## src/rtl/debug_ctrl_v2.sv

```systemverilog
// debug_ctrl_v2: run/halt/N-step debug controller with Avalon-MM slave regs, PC breakpoints and a halted-only access bridge.
// Latency: CTRL write sampled at edge N changes state at edge N+1; readdata is valid one cycle after the read; breakpoint gating is zero-cycle.
// Backpressure: no waitrequest, the slave always accepts; the access bridge holds tx_flag until done_sending is sampled in CMD.
// Ports: CLK/RST (sync, active-low); avs_* Avalon-MM slave; pc_in/pc_valid from core fetch;
//        data_internal/done_sending from the access path; debug, enable_ext, enable_pc_ext to core;
//        tx_flag, address_bridged, data_bridged, mode drive the access path.
module debug_ctrl_v2 #(
   parameter int NUM_BP = 4,
   parameter int NUM_EN = 4,
   parameter int STEP_W = 16
) (
   input  logic              CLK,
   input  logic              RST,
   input  logic              avs_chipselect,
   input  logic [3:0]        avs_address,
   input  logic              avs_write,
   input  logic [31:0]       avs_writedata,
   input  logic              avs_read,
   output logic [31:0]       avs_readdata,
   input  logic [31:0]       pc_in,
   input  logic              pc_valid,
   input  logic [31:0]       data_internal,
   input  logic              done_sending,
   output logic              debug,
   output logic [NUM_EN-1:0] enable_ext,
   output logic              enable_pc_ext,
   output logic              tx_flag,
   output logic [31:0]       address_bridged,
   output logic [31:0]       data_bridged,
   output logic [2:0]        mode
);

   localparam logic [1:0] S_HALTED = 2'd0;
   localparam logic [1:0] S_RUN    = 2'd1;
   localparam logic [1:0] S_STEP   = 2'd2;
   localparam logic [1:0] S_CMD    = 2'd3;

   localparam logic [3:0] A_CTRL    = 4'd0;
   localparam logic [3:0] A_STATUS  = 4'd1;
   localparam logic [3:0] A_ADDR    = 4'd2;
   localparam logic [3:0] A_WDATA   = 4'd3;
   localparam logic [3:0] A_RDATA   = 4'd4;
   localparam logic [3:0] A_STEPCNT = 4'd5;
   localparam logic [3:0] A_BPEN    = 4'd6;

   localparam logic [2:0] C_HOST = 3'd1;
   localparam logic [2:0] C_STEP = 3'd2;
   localparam logic [2:0] C_BP   = 3'd3;

   localparam logic [STEP_W-1:0] STEP_ONE = STEP_W'(1);

   logic [1:0]        state;
   logic [2:0]        cmd_mode;
   logic [31:0]       addr_reg;
   logic [31:0]       wdata_reg;
   logic [31:0]       rdata_reg;
   logic [STEP_W-1:0] step_cnt;
   logic [STEP_W-1:0] step_ctr;
   logic [NUM_BP-1:0] bp_en;
   logic [NUM_BP-1:0] bp_hit;
   logic [31:0]       bp_addr [NUM_BP];
   logic              cmd_done;
   logic [2:0]        halt_cause;
   // Set on leaving HALTED so the core can restart from a breakpoint address.
   logic              bp_skip;

   // CTRL pulses are registered so the state change lands one edge after the write.
   logic              halt_req;
   logic              resume_req;
   logic              step_req;
   logic              go_req;

   logic              wr_en;
   logic              status_clr;
   logic              active;
   logic [NUM_BP-1:0] bp_match;
   logic              bp_any;
   logic              run_en;
   logic              cmd_tx;
   logic [31:0]       rd_mux;

   assign wr_en      = avs_chipselect && avs_write;
   assign status_clr = wr_en && (avs_address == A_STATUS);
   assign active     = (state == S_RUN) || (state == S_STEP);

   always_comb begin
      bp_match = '0;
      for (int i = 0; i < NUM_BP; i++) begin
         if (bp_en[i] && (pc_in == bp_addr[i])) begin
            bp_match[i] = 1'b1;
         end
      end
      if (!(pc_valid && active && !bp_skip)) begin
         bp_match = '0;
      end
   end

   assign bp_any = |bp_match;
   // The matching instruction is blocked in the same cycle (zero skid).
   assign run_en = ((state == S_RUN) || ((state == S_STEP) && (step_ctr != '0))) && !bp_any;
   assign cmd_tx = (state == S_CMD) &&
                   ((cmd_mode == 3'b001) || (cmd_mode == 3'b010) || (cmd_mode == 3'b101));

   assign debug           = (state == S_HALTED) || (state == S_CMD);
   assign enable_ext      = {NUM_EN{run_en}};
   assign enable_pc_ext   = run_en;
   assign tx_flag         = cmd_tx;
   assign address_bridged = addr_reg;
   assign data_bridged    = wdata_reg;
   assign mode            = (state == S_CMD) ? cmd_mode : 3'b000;

   always_comb begin
      rd_mux = '0;
      case (avs_address)
         A_CTRL:    rd_mux[6:4] = cmd_mode;
         A_STATUS: begin
            rd_mux[1:0]          = state;
            rd_mux[2]            = (state == S_CMD);
            rd_mux[3]            = cmd_done;
            rd_mux[6:4]          = halt_cause;
            rd_mux[8 +: NUM_BP]  = bp_hit;
         end
         A_ADDR:    rd_mux = addr_reg;
         A_WDATA:   rd_mux = wdata_reg;
         A_RDATA:   rd_mux = rdata_reg;
         A_STEPCNT: rd_mux[STEP_W-1:0] = step_cnt;
         A_BPEN:    rd_mux[NUM_BP-1:0] = bp_en;
         default: begin
            for (int i = 0; i < NUM_BP; i++) begin
               if (avs_address == 4'(8 + i)) begin
                  rd_mux = bp_addr[i];
               end
            end
         end
      endcase
   end

   always_ff @(posedge CLK) begin
      if (!RST) begin
         state        <= S_HALTED;
         cmd_mode     <= 3'b000;
         addr_reg     <= '0;
         wdata_reg    <= '0;
         rdata_reg    <= '0;
         step_cnt     <= '0;
         step_ctr     <= '0;
         bp_en        <= '0;
         bp_hit       <= '0;
         cmd_done     <= 1'b0;
         halt_cause   <= 3'd0;
         bp_skip      <= 1'b0;
         halt_req     <= 1'b0;
         resume_req   <= 1'b0;
         step_req     <= 1'b0;
         go_req       <= 1'b0;
         avs_readdata <= '0;
         for (int i = 0; i < NUM_BP; i++) begin
            bp_addr[i] <= '0;
         end
      end else begin
         halt_req   <= 1'b0;
         resume_req <= 1'b0;
         step_req   <= 1'b0;
         go_req     <= 1'b0;

         // Register file writes; CTRL/ADDR/WDATA are frozen while a command is in flight.
         if (wr_en) begin
            case (avs_address)
               A_CTRL: begin
                  if (state != S_CMD) begin
                     halt_req   <= avs_writedata[0];
                     resume_req <= avs_writedata[1];
                     step_req   <= avs_writedata[2];
                     cmd_mode   <= avs_writedata[6:4];
                     go_req     <= avs_writedata[7];
                  end
               end
               A_STATUS:  cmd_done <= 1'b0;
               A_ADDR:    if (state != S_CMD) addr_reg <= avs_writedata;
               A_WDATA:   if (state != S_CMD) wdata_reg <= avs_writedata;
               A_STEPCNT: step_cnt <= avs_writedata[STEP_W-1:0];
               A_BPEN:    bp_en <= avs_writedata[NUM_BP-1:0];
               default: begin
                  for (int i = 0; i < NUM_BP; i++) begin
                     if (avs_address == 4'(8 + i)) begin
                        bp_addr[i] <= avs_writedata;
                     end
                  end
               end
            endcase
         end

         if (avs_chipselect && avs_read) begin
            avs_readdata <= rd_mux;
         end

         // A new hit in the same cycle as a clear still sticks.
         bp_hit <= (status_clr ? '0 : bp_hit) | bp_match;

         case (state)
            S_HALTED: begin
               if (go_req) begin
                  state <= S_CMD;
               end else if (step_req) begin
                  step_ctr <= step_cnt;
                  bp_skip  <= 1'b1;
                  state    <= S_STEP;
               end else if (resume_req) begin
                  bp_skip <= 1'b1;
                  state   <= S_RUN;
               end
            end
            S_RUN: begin
               if (bp_any) begin
                  halt_cause <= C_BP;
                  state      <= S_HALTED;
               end else if (halt_req) begin
                  halt_cause <= C_HOST;
                  state      <= S_HALTED;
               end else if (pc_valid) begin
                  bp_skip <= 1'b0;
               end
            end
            S_STEP: begin
               if (bp_any) begin
                  halt_cause <= C_BP;
                  state      <= S_HALTED;
               end else if (halt_req) begin
                  halt_cause <= C_HOST;
                  state      <= S_HALTED;
               end else if (step_ctr == '0) begin
                  halt_cause <= C_STEP;
                  state      <= S_HALTED;
               end else if (pc_valid) begin
                  bp_skip  <= 1'b0;
                  step_ctr <= step_ctr - STEP_ONE;
                  if (step_ctr == STEP_ONE) begin
                     halt_cause <= C_STEP;
                     state      <= S_HALTED;
                  end
               end
            end
            default: begin
               // Non-transfer modes complete in a single CMD cycle.
               if (!cmd_tx || done_sending) begin
                  rdata_reg <= data_internal;
                  cmd_done  <= 1'b1;
                  state     <= S_HALTED;
               end
            end
         endcase
      end
   end

endmodule
```

## config.mk

```make
export PLATFORM = sky130hd
export DESIGN_NAME = debug_ctrl_v2
export DESIGN_NICKNAME = d
export VERILOG_FILES = /design/src/rtl/debug_ctrl_v2.sv
export SDC_FILE = /design/constraint.sdc
export NUM_CORES = 1
export LEC_CHECK = 0
export CAP_MARGIN = 20
export CORE_MARGIN = 4
export CORE_UTILIZATION = 50
export CTS_CLUSTER_SIZE = 12
export DETAILED_ROUTE_END_ITERATION = 16
export PLACE_DENSITY_LB_ADDON = 0.15
export SYNTH_ARGS = -nofsm -noshare
export SYNTH_HDL_FRONTEND = slang
export SYNTH_SLANG_ARGS = --single-unit
```

## constraint.sdc

```tcl
create_clock -name CLK -period 5.2 [get_ports CLK]
set_input_delay 0.78 -clock CLK [delete_from_list [all_inputs] [get_ports CLK]]
set_output_delay 0.78 -clock CLK [all_outputs]
set_load 0.02 [all_outputs]
```

==> run metrics, run 1 <==
outcome complete, no violations; Cell Pwr Density 314 nW/um^2; area delta synth->final 23.7%; sequential-to-total area share from yosys stat 0.492; static leakage 6.30 nW; CTS max path bufs 3; max-slew violations 0; # hold bufs at CTS 0; GR Util All Layers 0.330; H-tree depth 2; FF-to-FF End step_ctr[7]; ANT cells 0; GP Congestion 0.989; Reg2Reg Depth 9; initial antenna violation count 0; top cells by count, synth nand2_1, dfxtp_1, a21oi_1; Ports 213; worst slew pin tran 1.12 ns; yosys warns 0; Clk Latency, worst-skew pair 0.52 ns; layout cells sized above 1 0.0778; Fmax 0.224 GHz; Async SR Flop Fraction 0; Reg-to-Reg Start state[0]; Final Power 5.89 mW; total die area 33,200 sq um; WL final 56,700 um; MaxCap Viol Count 0; WL per Instance 25.5 um; worst setup path start state[0]; drt pass-1 iters 5; CP required 4.42 ns; CP Data Arrival Time 3.68 ns; Fin Hold WS 0.459 ns; Mapped Nets 1,764; largest net degree at the start of global routing 102; Clk pin slew, worst setup/hold paths 0.06 ns; TritonCTS clock tree built; site row count 63; Tmin final 4.46 ns; Worst slew margin 0.255; CP Launch Type flip-flop; DP Worst Slack 0.917 ns; flop2flop setup slack 1.81 ns; die height 182 um; post-route ant nets 0; setup bufs post-CTS 0; clock buffer count from CTS 36; Via Count 13,600; first-pass GRT wire length 83,600 um; root buf cell clkbuf_16; total grt overflow 0; max reg flops 128; Avg Inst Size Synth 9.19 sq um; Chip Width 182 um; number of global-route vias before repair 13,000; Post-layout nets 1,923; area leader, netlist edfxtp_1; endpoint type of the worst setup path primary output; EDFF count, synth 128; Final Instance Count excl. Fillers 2,227; share of the synthesized area in the top cell type 0.254; placed cells 2,161; Max IR drop VDD 0.000242 V; Biggest register bp_addr; final setup violation count 0; Core Box Area 29,800 sq um; fillers 2,549; FF+latch area 7470 sq um; Initial Utilization 0.509; DP Wirelength 39,400 um; Yosys cell types 75; Synth area leaders edfxtp_1, dfxtp_1, nand2_1, xnor2_1, a21oi_1; synthesis-stage register bit count 309; worst clock skew 0.0162 ns; Num Clock Sinks 309; Setup Total Neg Slack 0 ns; crit-path max FO 8; Final Cell Area 18,800 sq um; end of the critical path enable_ext[1]; Synth Cell Area 15,200 sq um; WS Path Type reg2out; Area after DPL 17,600 sq um; DRC viols 0; Synth Instances 1,650; Final period util 0.858; worst hold path type reg2reg; most frequent cell after synthesis nand2_1; utilization after layout 0.629; IO buf count 212; final worst slack 0.738 ns; Vias per Instance 6.11; RSZ-0062 raised after global routing no; Fin. Hold Viols 0; multi-input combinational cell area 7120 sq um; Synth Flop Type dfxtp_1; Iter 0 DRT Violations 1,788; Resized cells post-CTS 0
report_power, final:
group / switching, mW / internal, mW / leakage (nW) / total [mW]
Sequential: 0.0692 / 2.60 / 2.68 / 2.67
Clock: 1.02 / 1.53 / 0.586 / 2.55
Combinational: 0.401 / 0.267 / 3.03 / 0.669
critical path, cell delays in order, from the launching register on:
cell	delay (ns)
dfxtp_1	0.53
inv_1	0.12
ha_1	0.40
and3b_1	0.45
nand3_1	0.13
nor4_1	0.25
nand4_1	0.15
nand4_1	0.37
nor2_1	0.17
clkdlybuf4s50_1	0.59
logic make-up after synthesis:
| logic type | after synthesis | synth area share |
|---|---|---|
| AND/OR/NAND/NOR | 658 | 0.209 |
| AO/OA/AOI/OAI | 368 | 0.154 |
| flip-flops | 309 | 0.492 |
| buffers and inverters | 148 | 0.0402 |
| XOR/XNOR | 125 | 0.0722 |
| multiplexers | 35 | 0.0262 |
| adder cells (fa/ha/maj) | 7 | 0.00578 |
routing by layer:
metal	vias up	global-route usage	wire, um
li1	6136	-	-
met1	6527	0.464	23200
met2	817	0.504	25000
met3	133	0.0769	6460
met4	0	0.113	2040
met5	-	0	0
how the worst min path moves through the flow:
stage,start,end,cells past startpoint
floorplan,step_ctr[4],step_ctr[4],2
global placement,rdata_reg[18],rdata_reg[18],2
detailed placement,rdata_reg[30],rdata_reg[30],2
CTS,rdata_reg[30],rdata_reg[30],2
global route,rdata_reg[22],rdata_reg[22],2
finish,rdata_reg[30],rdata_reg[30],2
placed cells by master (no fill, tap or decap), types with 6 or more instances in the layout:
master             n
o31ai_1            6
a221oi_1          39
a21oi_1          173
mux2_2            15
inv_1             13
nor3_1            30
o21ai_0           30
ha_1               7
nand2_1          303
a22oi_1           19
xnor2_1          112
and3_1            10
dfxtp_1          181
a211oi_1           6
a222oi_1           8
clkbuf_16         38
clkdlybuf4s50_1  210
xor2_1            13
a22o_1            13
buf_4             42
o21ai_1           10
and2_1           134
edfxtp_1         128
nand3_1           20
a31oi_1           16
nor4_1            12
clkbuf_1           7
o211ai_1           6
mux2i_1           15
nand4_1           35
clkinv_1           6
nor2_1            70
nor2b_1            9
clkbuf_8           6
layout make-up:
class                           instances  share of cell area
Inverter                               15             0.00314
Sequential cell                       309               0.398
Multi-Input combinational cell       1193               0.380
Clock inverter                         14             0.00660
Clock buffer                           52              0.0568
Timing Repair Buffer                  254               0.129
Tap cell                              390              0.0260
No activity file was read; power rests on OpenSTA's default activity.
==> run 2, diff against run 1 <==
- MAX_ROUTING_LAYER: not set -> met4
==> run 2 against run 1 <==
Compared with the run above:
- total power shrank 2.6%
- register-to-register slack gained 0.15 ns
- combinational power hardly changed
- critical path depth is the same
- count of clock-buffer cells in the layout grew 5
- non-clock buffer count stayed put
- wire length grew 0.30%
- hold slack lost 0.0032 ns
- utilization is 0.27 points lower
- via count is 0.10% lower
- worst setup slack better by 0.037 ns
- sequential power hardly changed
- largest power group unchanged
- highest routed layer unchanged
==> run metrics, run 2 (synthesized netlist as in run 1, its figures left out) <==
Final period util 0.851 (-0.00716); Initial Utilization 0.509 (unchanged); Resized cells post-CTS 0 (unchanged); largest net degree at the start of global routing 94 (-7.8%); post-route ant nets 0 (unchanged); multi-input combinational cell area 7120 sq um (unchanged); DRC viols 0 (unchanged); CP Launch Type flip-flop; CP max-delay cell clkdlybuf4s50_1; outcome complete, no violations; static leakage 6.25 nW (-0.76%); # hold bufs at CTS 0 (unchanged); worst clock skew 0.0260 ns (+0.00979 ns); fillers 2,570 (+0.82%); setup bufs post-CTS 0 (unchanged); CP required 4.42 ns (about the same); die height 182 um (unchanged); MaxCap Viol Count 0 (unchanged); leading cell type in the layout, fill and taps excluded nand2_1; Top cell by count, worst path nand4_1; cells along the critical path inv_1, ha_1, and3b_1, nand3_1, nor4_1, nand4_1, nand4_1, nor2_1, clkdlybuf4s50_1; Chip Width 182 um (unchanged); Tmin final 4.43 ns (-0.0372 ns); DP Wirelength 39,800 um (+0.98%); WS Path Type reg2out; IO buf count 212 (unchanged); Clk Latency, worst-skew pair 0.53 ns (about the same); WL final 56,900 um (+0.30%); most frequent cells in the layout nand2_1, clkdlybuf4s50_1, dfxtp_1, a21oi_1, and2_1; first-pass GRT wire length 84,100 um (+0.53%); drt pass-1 iters 6 (+1); WL per Instance 25.5 um (+0.25%); Vias per Instance 6.10 (-0.15%); area delta synth->final 23.2%; total die area 33,200 sq um (unchanged); max reg flops 128 (unchanged); endpoint type of the worst setup path primary output; Clk pin slew, worst setup/hold paths 0.06 ns (about the same); clock buffer count from CTS 36 (unchanged); GP Congestion 0.993 (+0.43%); site row count 63 (unchanged); CTS max path bufs 3 (unchanged); Setup Total Neg Slack 0 ns (unchanged); Critical Path Max Stage Delay 0.58 ns (about the same); Biggest register bp_addr; final setup violation count 0 (unchanged); Fin. Hold Viols 0 (unchanged); TritonCTS clock tree built; RSZ-0062 raised after global routing no; Core Box Area 29,800 sq um (unchanged); total grt overflow 0 (unchanged); final worst slack 0.775 ns (+0.0372 ns); Cell Pwr Density 307 nW/um^2 (-2.2%); layout cells sized above 1 0.0763 (-0.00159); Iter 0 DRT Violations 1,720 (-3.8%); CP Data Arrival Time 3.65 ns (-0.03 ns); CP delay by family, top simple AND/OR/NAND/NOR gates; Num Clock Sinks 309 (unchanged); Max IR drop VDD 0.000210 V (-13%); FF+latch area 7470 sq um (unchanged); worst slew pin tran 1.13 ns (+0.00991 ns); root buf cell clkbuf_16; H-tree depth 2 (unchanged); Post-layout nets 1,923 (unchanged); max-slew violations 0 (unchanged); crit-path max FO 8 (unchanged); Crit path buffers/inverters 2 (unchanged); GR Util All Layers 0.342 (+0.0119); Fmax 0.226 GHz (+0.84%); Worst slew margin 0.247 (-0.00742); Ports 213 (unchanged); Final Power 5.74 mW (-2.6%); worst hold path type reg2reg; initial antenna violation count 2 (+2); number of global-route vias before repair 13,200 (+1.7%); Via Count 13,600 (-0.10%); DP Worst Slack 0.922 ns (+0.00514 ns)
[run 2: per-stage QoR]
step           hold WS [ns]  instance area (sq um)  utilization  instances
2_1_floorplan         0.430                  15200            -       1650
3_3_place_gp          0.441                  17600        0.590       2161
3_5_place_dp          0.449                  17600        0.590       2161
4_1_cts               0.457                  18700        0.627       2226
5_1_grt               0.474                  18700        0.627       2228
6_report              0.455                  18700        0.627       2228
[run 2: worst paths after layout]
path / depth (start not counted) / startpoint / slack [ns] / endpoint
max: 9 / state[0] / 0.77 / enable_ext[1]
min: 2 / rdata_reg[26] / 0.46 / rdata_reg[26]
min reg2reg: 2 / rdata_reg[26] / 0.46 / rdata_reg[26]
max reg2reg: 10 / state[0] / 1.96 / step_ctr[4]
[run 2: area by class of cell]
class	count	share of cell area
Multi-Input combinational cell	1193	0.382
Inverter	15	0.00315
Clock buffer	57	0.0565
Antenna cell	2	0.000268
Tap cell	390	0.0261
Sequential cell	309	0.400
Clock inverter	8	0.00261
Timing Repair Buffer	254	0.130
[run 2: worst min-delay path, delay by kind of cell, from the launching register on]
kind	cells	cell delay, ns
DFF	1	0.31
AOI/OAI and AO/OA	1	0.05
and+or+nand+nor	1	0.05
[run 2: power by group]
group	switching (mW)	internal, mW	leakage, nW
Sequential	0.0686	2.60	2.68
Clock	1.00	1.39	0.539
Combinational	0.400	0.266	3.03
Total	1.47	4.27	6.25
[run 2: layer usage]
metal,GRT usage,vias to the layer above,part of all wire
li1,-,6134,-
met5,-,-,0
met2,0.517,759,0.45
met3,0.0668,114,0.10
met4,0.101,0,0.030
met1,0.471,6592,0.42
